## config.mk

```make
export PLATFORM = sky130hd
export DESIGN_NAME = logic_unit_arbiter
export DESIGN_NICKNAME = d
export VERILOG_FILES = /design/src/rtl/logic_unit_pkg.sv /design/src/rtl/logic_unit_core.sv /design/src/rtl/logic_unit_arbiter.sv
export SDC_FILE = /design/constraint.sdc
export NUM_CORES = 1
export LEC_CHECK = 0
export ABC_AREA = 1
export CORE_UTILIZATION = 48
export CTS_CLUSTER_SIZE = 10
export DETAILED_ROUTE_END_ITERATION = 7
export PLACE_DENSITY = 0.93
export SLEW_MARGIN = 20
export SYNTH_ARGS = -nofsm -noshare
export SYNTH_HDL_FRONTEND = slang
export SYNTH_HIERARCHICAL = 1
export SYNTH_SLANG_ARGS = --single-unit
```

## constraint.sdc

```tcl
create_clock -name clk -period 2.6 [get_ports clk]
set_clock_uncertainty 0.1 [all_clocks]
set_input_delay 0.52 -clock clk [delete_from_list [all_inputs] [get_ports clk]]
set_output_delay 0.52 -clock clk [all_outputs]
set_load 0.01 [all_outputs]
```

## src/rtl/logic_unit_pkg.sv

```systemverilog
// Shared types for the logic-unit arbiter: the 3-bit opcode set and the FSM states.
package logic_unit_pkg;

  typedef enum logic [2:0] {
    OP_AND  = 3'd0,
    OP_NAND = 3'd1,
    OP_OR   = 3'd2,
    OP_NOR  = 3'd3,
    OP_NOTA = 3'd4,
    OP_XOR  = 3'd5,
    OP_XNOR = 3'd6,
    OP_ILL  = 3'd7
  } op_e;

  typedef enum logic [1:0] {
    ST_IDLE = 2'd0,
    ST_EXEC = 2'd1,
    ST_RESP = 2'd2
  } state_e;

  localparam int CNT_W = 8;

endpackage

```

## src/rtl/logic_unit_core.sv

```systemverilog
// Combinational bitwise datapath: one opcode applied across W bits, illegal opcode flagged.
module logic_unit_core
  import logic_unit_pkg::*;
#(
  parameter int W = 8
) (
  input  logic [2:0]   op,
  input  logic [W-1:0] a,
  input  logic [W-1:0] b,
  output logic [W-1:0] data,
  output logic         err
);

  // NOTE: every output gets a default before the case so no path leaves it unassigned (no latch).
  always_comb begin
    data = '0;
    err  = 1'b0;
    case (op_e'(op))
      OP_AND:  data = a & b;
      OP_NAND: data = ~(a & b);
      OP_OR:   data = a | b;
      OP_NOR:  data = ~(a | b);
      OP_NOTA: data = ~a;
      OP_XOR:  data = a ^ b;
      OP_XNOR: data = ~(a ^ b);
      default: err  = 1'b1;
    endcase
  end

endmodule

```

## src/rtl/logic_unit_arbiter.sv

```systemverilog
// Round-robin arbiter feeding one shared bitwise logic unit (IDLE -> EXEC -> RESP).
// Define LOGIC_ARB_CNT_EN to add per-requester saturating grant counters on gnt_cnt.
module logic_unit_arbiter
  import logic_unit_pkg::*;
#(
  parameter int NREQ = 4,
  parameter int W    = 8
) (
  input  logic                     clk,
  input  logic                     rst_n,
  input  logic [NREQ-1:0]          req,
  input  logic [3*NREQ-1:0]        op,
  input  logic [W*NREQ-1:0]        a,
  input  logic [W*NREQ-1:0]        b,
  output logic [NREQ-1:0]          gnt,
  output logic                     rsp_valid,
  input  logic                     rsp_ready,
  output logic [$clog2(NREQ)-1:0]  rsp_id,
  output logic [W-1:0]             rsp_data,
  output logic                     rsp_err
`ifdef LOGIC_ARB_CNT_EN
  ,
  output logic [CNT_W*NREQ-1:0]    gnt_cnt
`endif
);

  localparam int IDW = $clog2(NREQ);

  state_e          r_state, w_next;
  logic [IDW-1:0]  r_ptr, r_win, w_win;
  logic            w_any;
  int              w_idx;
  logic [NREQ-1:0] r_gnt, w_onehot;
  logic [2:0]      r_op, w_sel_op;
  logic [W-1:0]    r_a, r_b, w_sel_a, w_sel_b;
  logic [W-1:0]    w_data;
  logic            w_err;

  // Search starts at the pointer and wraps, so the first hit is the round-robin winner.
  always_comb begin
    w_any = 1'b0;
    w_win = '0;
    w_idx = 0;
    for (int k = 0; k < NREQ; k++) begin
      w_idx = (int'(r_ptr) + k) % NREQ;
      if (!w_any && req[w_idx[IDW-1:0]]) begin
        w_any = 1'b1;
        w_win = w_idx[IDW-1:0];
      end
    end
  end

  always_comb begin
    w_onehot = '0;
    w_sel_op = '0;
    w_sel_a  = '0;
    w_sel_b  = '0;
    for (int i = 0; i < NREQ; i++) begin
      if (IDW'(i) == w_win) begin
        w_onehot[i] = 1'b1;
        w_sel_op    = op[3*i +: 3];
        w_sel_a     = a[W*i +: W];
        w_sel_b     = b[W*i +: W];
      end
    end
  end

  // NOTE: sequential state uses non-blocking assignments so all flops update together on the edge.
  always_ff @(posedge clk or negedge rst_n) begin
    if (!rst_n) r_state <= ST_IDLE;
    else        r_state <= w_next;
  end

  always_comb begin
    w_next = r_state;
    case (r_state)
      ST_IDLE: if (w_any) w_next = ST_EXEC;
      ST_EXEC: w_next = ST_RESP;
      ST_RESP: if (rsp_ready) w_next = ST_IDLE;
      default: w_next = ST_IDLE;
    endcase
  end

  always_ff @(posedge clk or negedge rst_n) begin
    if (!rst_n) begin
      r_ptr    <= '0;
      r_win    <= '0;
      r_gnt    <= '0;
      r_op     <= '0;
      r_a      <= '0;
      r_b      <= '0;
      rsp_data <= '0;
      rsp_err  <= 1'b0;
      rsp_id   <= '0;
    end else begin
      r_gnt <= '0;
      case (r_state)
        ST_IDLE: if (w_any) begin
          r_gnt <= w_onehot;
          r_win <= w_win;
          r_op  <= w_sel_op;
          r_a   <= w_sel_a;
          r_b   <= w_sel_b;
        end
        ST_EXEC: begin
          rsp_data <= w_data;
          rsp_err  <= w_err;
          rsp_id   <= r_win;
        end
        ST_RESP: if (rsp_ready) begin
          r_ptr <= (r_win == IDW'(NREQ - 1)) ? '0 : r_win + IDW'(1);
        end
        default: ;
      endcase
    end
  end

  assign gnt       = r_gnt;
  assign rsp_valid = (r_state == ST_RESP);

  logic_unit_core #(.W(W)) u_core (
    .op   (r_op),
    .a    (r_a),
    .b    (r_b),
    .data (w_data),
    .err  (w_err)
  );

`ifdef LOGIC_ARB_CNT_EN
  logic [CNT_W-1:0] r_cnt [NREQ];

  // NOTE: the counter array is a handful of flops, not a RAM, so resetting it is cheap and required.
  always_ff @(posedge clk or negedge rst_n) begin
    if (!rst_n) begin
      for (int i = 0; i < NREQ; i++) r_cnt[i] <= '0;
    end else begin
      for (int i = 0; i < NREQ; i++) begin
        if (r_gnt[i] && (r_cnt[i] != {CNT_W{1'b1}})) r_cnt[i] <= r_cnt[i] + CNT_W'(1);
      end
    end
  end

  always_comb begin
    gnt_cnt = '0;
    for (int i = 0; i < NREQ; i++) gnt_cnt[CNT_W*i +: CNT_W] = r_cnt[i];
  end
`endif

endmodule

```

# == After elaboration in Yosys (flattened, before gate mapping) ==
# Index checks and enable logic that the tools add are counted.
# word_totals
wordCells,92
inputBits,83
regBits,40
out_inout_bits,16
# classes
muxes,40
n_lt_le_gt_ge,4
bitwise_logic,7
n_addsub,4
n_reduce_logical,13
n_eq_ne,14
# op_table
op,count
$mux 8,8
$pmux 8 s7,1
$not 8->8,4
$mux 2,7
$mux 1,13
$lt 2x3->1 const B,4
$mux 3,4
$eq 3x3->1 const B,3
$and 8x8->8,1
$bmux 1 s2,4
$mux 4,2
$or 8x8->8,1
$xor 8x8->8,1
$reduce_or 7->1,1
$eq 3x2->1 const B,2
$pmux 2 s3,1
$reduce_and 2->1,3
$add 2x1->2 const B,2
$add 2x2->2 const B,2
$eq 2x2->1 const A,2
$eq 2x2->1 const B,2
$logic_not 2->1,2
$eq 3x1->1 const B,1
$logic_and 1x1->1,3
6 further kinds,8

# == Longest topological paths before layout ==
# Gate-level depths: netlist of run 1.
# depth
depth_word,17
mapped_depth,17

# == By module ==
# Netlist of run 1, hierarchy kept.
# by_module_without_submodules
mod,seq_area_each_um2,area_per_inst_um2,n_inst,cells_per_inst
logic_unit_arbiter,1001.0,2499.9,1,358
logic_unit_core,0.0,853.3,1,162

# == Worst setup path after synthesis of run 1 ==
# OpenSTA, ideal clock, no wires.
# synth_timing
path_kind,input to register
start,input req[3]
end,register r_a[5]
setup_slack_ns,0.657
cell_stages,14
arrival_time_ns,1.725
path_buffers,1
path_cell_list,inv_1 nand2_1 nand3_1 nand2_2 nor2_8 nand2_1 nand2_1 nand2_1 nand2_2 buf_6 nand2_2 or2_0 nand3_1 nand2_1
# synth_via
elab_chain_len,17
# synth_rtl
element,line,source
start: declaration,logic_unit_arbiter.sv:11,"input logic [NREQ-1:0] req,"
$bmux 1 s2,logic_unit_arbiter.sv:46,if (!w_any && req[w_idx[IDW-1:0]]) begin
$mux 1 (not written as such),logic_unit_arbiter.sv:46,
$mux 1,logic_unit_arbiter.sv:46,
$logic_not 1->1,logic_unit_arbiter.sv:46,
$logic_and 1x1->1,logic_unit_arbiter.sv:46,
$mux 1,logic_unit_arbiter.sv:46,
$logic_not 1->1,logic_unit_arbiter.sv:46,
$logic_and 1x1->1,logic_unit_arbiter.sv:46,
$mux 1,logic_unit_arbiter.sv:46,
$logic_not 1->1,logic_unit_arbiter.sv:46,
$logic_and 1x1->1,logic_unit_arbiter.sv:46,
$mux 2,logic_unit_arbiter.sv:46,
$logic_not 2->1,logic_unit_arbiter.sv:59,if (IDW'(i) == w_win) begin
$mux 8 (4 in a row),logic_unit_arbiter.sv:59,
end signal: assignment,logic_unit_arbiter.sv:102,r_a <= w_sel_a;
end: declaration,logic_unit_arbiter.sv:35,"logic [W-1:0] r_a, r_b, w_sel_a, w_sel_b;"
# Parallel ways exist; a longest one is shown, timed or not. The select of a mux whose other input is x is not followed.
# A chain may end at the register's enable or synchronous reset.

# == Final worst setup path of run 1 ==
# layout_timing
start,input req[3]
end,register r_a[0]
# The elaborated chain is that of the path after synthesis.

==> results of run 1 <==
-- through the flow --
step / setup WS (ns) / total power [W]
2_1_floorplan: 0.657 / 0.00444
3_3_place_gp: 0.0363 / 0.00560
3_5_place_dp: -0.106 / 0.00581
4_1_cts: 0.172 / 0.00628
5_1_grt: 0.0300 / 0.00697
6_report: 0.173 / 0.00635
-- flip-flops by register name, indices dropped and copies added (netlist names) --
register and flops:
r_a 8, r_b 8, rsp_data 8, gnt 4, r_op 3, r_ptr 2, r_state 2, r_win 2
rsp_id 2, rsp_err 1
-- kinds of logic (layout without fill, tap and decap cells) --
family                   Yosys count  in the layout  synth area share, %
AND/OR/NAND/NOR                  329            329                 43.7
multiplexers                      10             10                 3.36
adder cells (fa/ha/maj)           17             17                 6.34
buffers and inverters             94            196                 12.1
flip-flops                        40             40                 29.9
AO/OA/AOI/OAI                     30             30                 4.63
-- cells in the final DEF, fill, tap and decap left out, types with 5 or more instances in the layout --
master,n
nor2_1,47
ha_1,17
nor2_4,6
clkbuf_8,6
clkdlybuf4s50_1,97
nand4_1,12
a21oi_1,9
o21ai_0,18
nand2_2,9
mux2_2,10
nand3_1,56
dfrtp_1,39
inv_1,69
inv_2,5
nand2_1,184
buf_4,13
-- synth_stat cells (all sizes together) --
library cell	n	share of area (%)
nand2	194	23
inv	74	8.3
nand3	59	9.3
nor2	54	7.9
dfrtp	40	30
o21ai	19	2.8
buf	17	3.5
ha	17	6.3
nand4	12	2.2
mux2	10	3.4
a21oi	9	1.3
or2	5	0.93
nor3	4	0.60
clkbuf	3	0.34
a21boi	1	0.22
nand3b	1	0.22
o31ai	1	0.22
-- final cells by class --
cell class | instances | area [sq um]
Clock buffer | 6 | 82.6
Clock inverter | 2 | 15.0
Fill cell | 542 | 2200
Inverter | 74 | 278
Multi-Input combinational cell | 386 | 1950
Sequential cell | 40 | 1000
Tap cell | 80 | 100
Timing Repair Buffer | 114 | 1130
-- worst max-delay path: stages --
cell	delay [ns]
clkdlybuf4s50_1	0.42
inv_1	0.08
nand2_1	0.07
nand3_1	0.13
nand2_2	0.12
nor2_8	0.16
nand3_2	0.09
nand2_2	0.09
nand2_4	0.09
buf_12	0.16
nor2_4	0.29
nand2_1	0.10
nand3_1	0.10
nand2_1	0.07
nand2_1	0.07
-- worst paths after layout --
path | from | end | slack [ns] | depth (start not counted)
worst max-delay path | req[3] | r_a[0] | 0.17 | 15
worst min-delay path | rst_n | r_ptr[0] | 0.24 | 1
worst max register to register | r_ptr[0] | r_a[0] | 0.24 | 14
worst min register to register | r_state[1] | r_state[1] | 0.41 | 2
max in group asynchronous | rst_n | r_ptr[0] | 1.57 | 1
min in group clk | r_state[1] | r_state[1] | 0.41 | 2
-- per-layer routing --
layer | share of wire (%) | track usage, % | vias up
li1 | - | - | 1821
met1 | 41 | 33.2 | 1693
met2 | 50 | 47.0 | 176
met3 | 6.0 | 3.75 | 28
met4 | 2.7 | 12.0 | 0
met5 | 0 | 0 | -
-- power breakdown --
part           total (W)  switching, W  internal, W
registers        0.00123      0.000293     0.000937
clock network   0.000446      0.000231     0.000215
logic            0.00468       0.00278      0.00190
==> results.md, run 1 <==
* Mapped Avg Cell Area at 6.45 sq um
* Arrival time at the worst endpoint at 2.57 ns
* Area of the core at 6760 sq um
* RSZ-0062 raised after global routing: false
* Critical Path Source Type: primary input
* # DRC at 0
* Initial Util at 49.6%
* Cell count after placement at 694
* CTS tree: yes
* Die area at 7320 sq um
* Pin count of the biggest net entering global routing at 41
* Avg WL per Cell at 13.5 microns
* 1st-pass router iterations at 6
* Slew headroom at 41.6%
* Post-Syn Nets at 620
* Final ANT Viol Nets at 0
* Setup crit end kind: flip-flop
* Input/output buffers at 98
* Setup CP Type: primary input to flip-flop
* Worst slew pin tran at 0.876 ns
* Placed Area at 4460 sq um
* Period utilization at 93.3%
* Global route overflow at 0
* Finish-stage setup viols at 0
* Inserted Diodes at 0
* Synth unique cells at 28
* Nets at 721
* Iteration-0 DRC Markers at 355
* Post-cts sizing count at 0
* Seq/Total Area, Yosys at 29.9%
* Critical Path RT at 2.74 ns
* Die span in y at 85.6 microns
* H-Tree Depth at 2
* Slew Viols, Final at 0
* Gpl congestion at 0.929
* Yosys warning count at 6
* Clock Pin Slew Worst Setup and Hold Paths at 0.08 ns
* Status: completed
* Clock Sinks at 40
* Mapped Area at 3350 sq um
* Area grow syn2layout at 35.9%
* Final instance area at 4560 sq um
* IO Pins at 99
* Post-route setup TNS at 0 ns
* Flops & latches, synth at 40
* Skew-Pair Late Insertion Delay at 0.29 ns
* Die width at 85.6 microns
* Post-layout util at 67.5%
* Max VDD drop at 0.980 mV
* Via density at 5.30
* Max-cap check violation count at 0
* Row cnt at 30
* Initial antenna violation count at 0
* Total GRT Usage at 26.9%
* Cts hold-fix bufs at 0
* Hold_ws at 0.238 ns
* Setup Buffers After CTS at 0
* Total CTS buffers at 5
* Clock Path Buffers at 2
* Pwr Density at 1390 nW/um^2
* Lkg Pwr at 2.38 nW
* Mapped Cells at 520
* CP max FO at 16
* Final non-filler cell total at 702
* Hpwl dp at 7.27 mm
* Root Driver: clkbuf_8
* First-pass GRT wire length at 15.9 mm
* Fin. Hold Viols at 0
* Tmin final at 2.43 ns
* Layout cells sized above 1 at 9.97%
* Vias at 3718
* Max Clk Rate at 0.412 GHz
* Routed WL at 9.48 mm
* Hold Path Class: primary input to asynchronous set/reset pin
* Vias in the first global route at 3554
No activity file was read; power rests on OpenSTA's default activity.
==> inputs of run 2 (changes only) <==
CAP_MARGIN = 15   (was default)
==> results of run 2 <==
Final layout, timing and power as in run 1 (identical DEF).
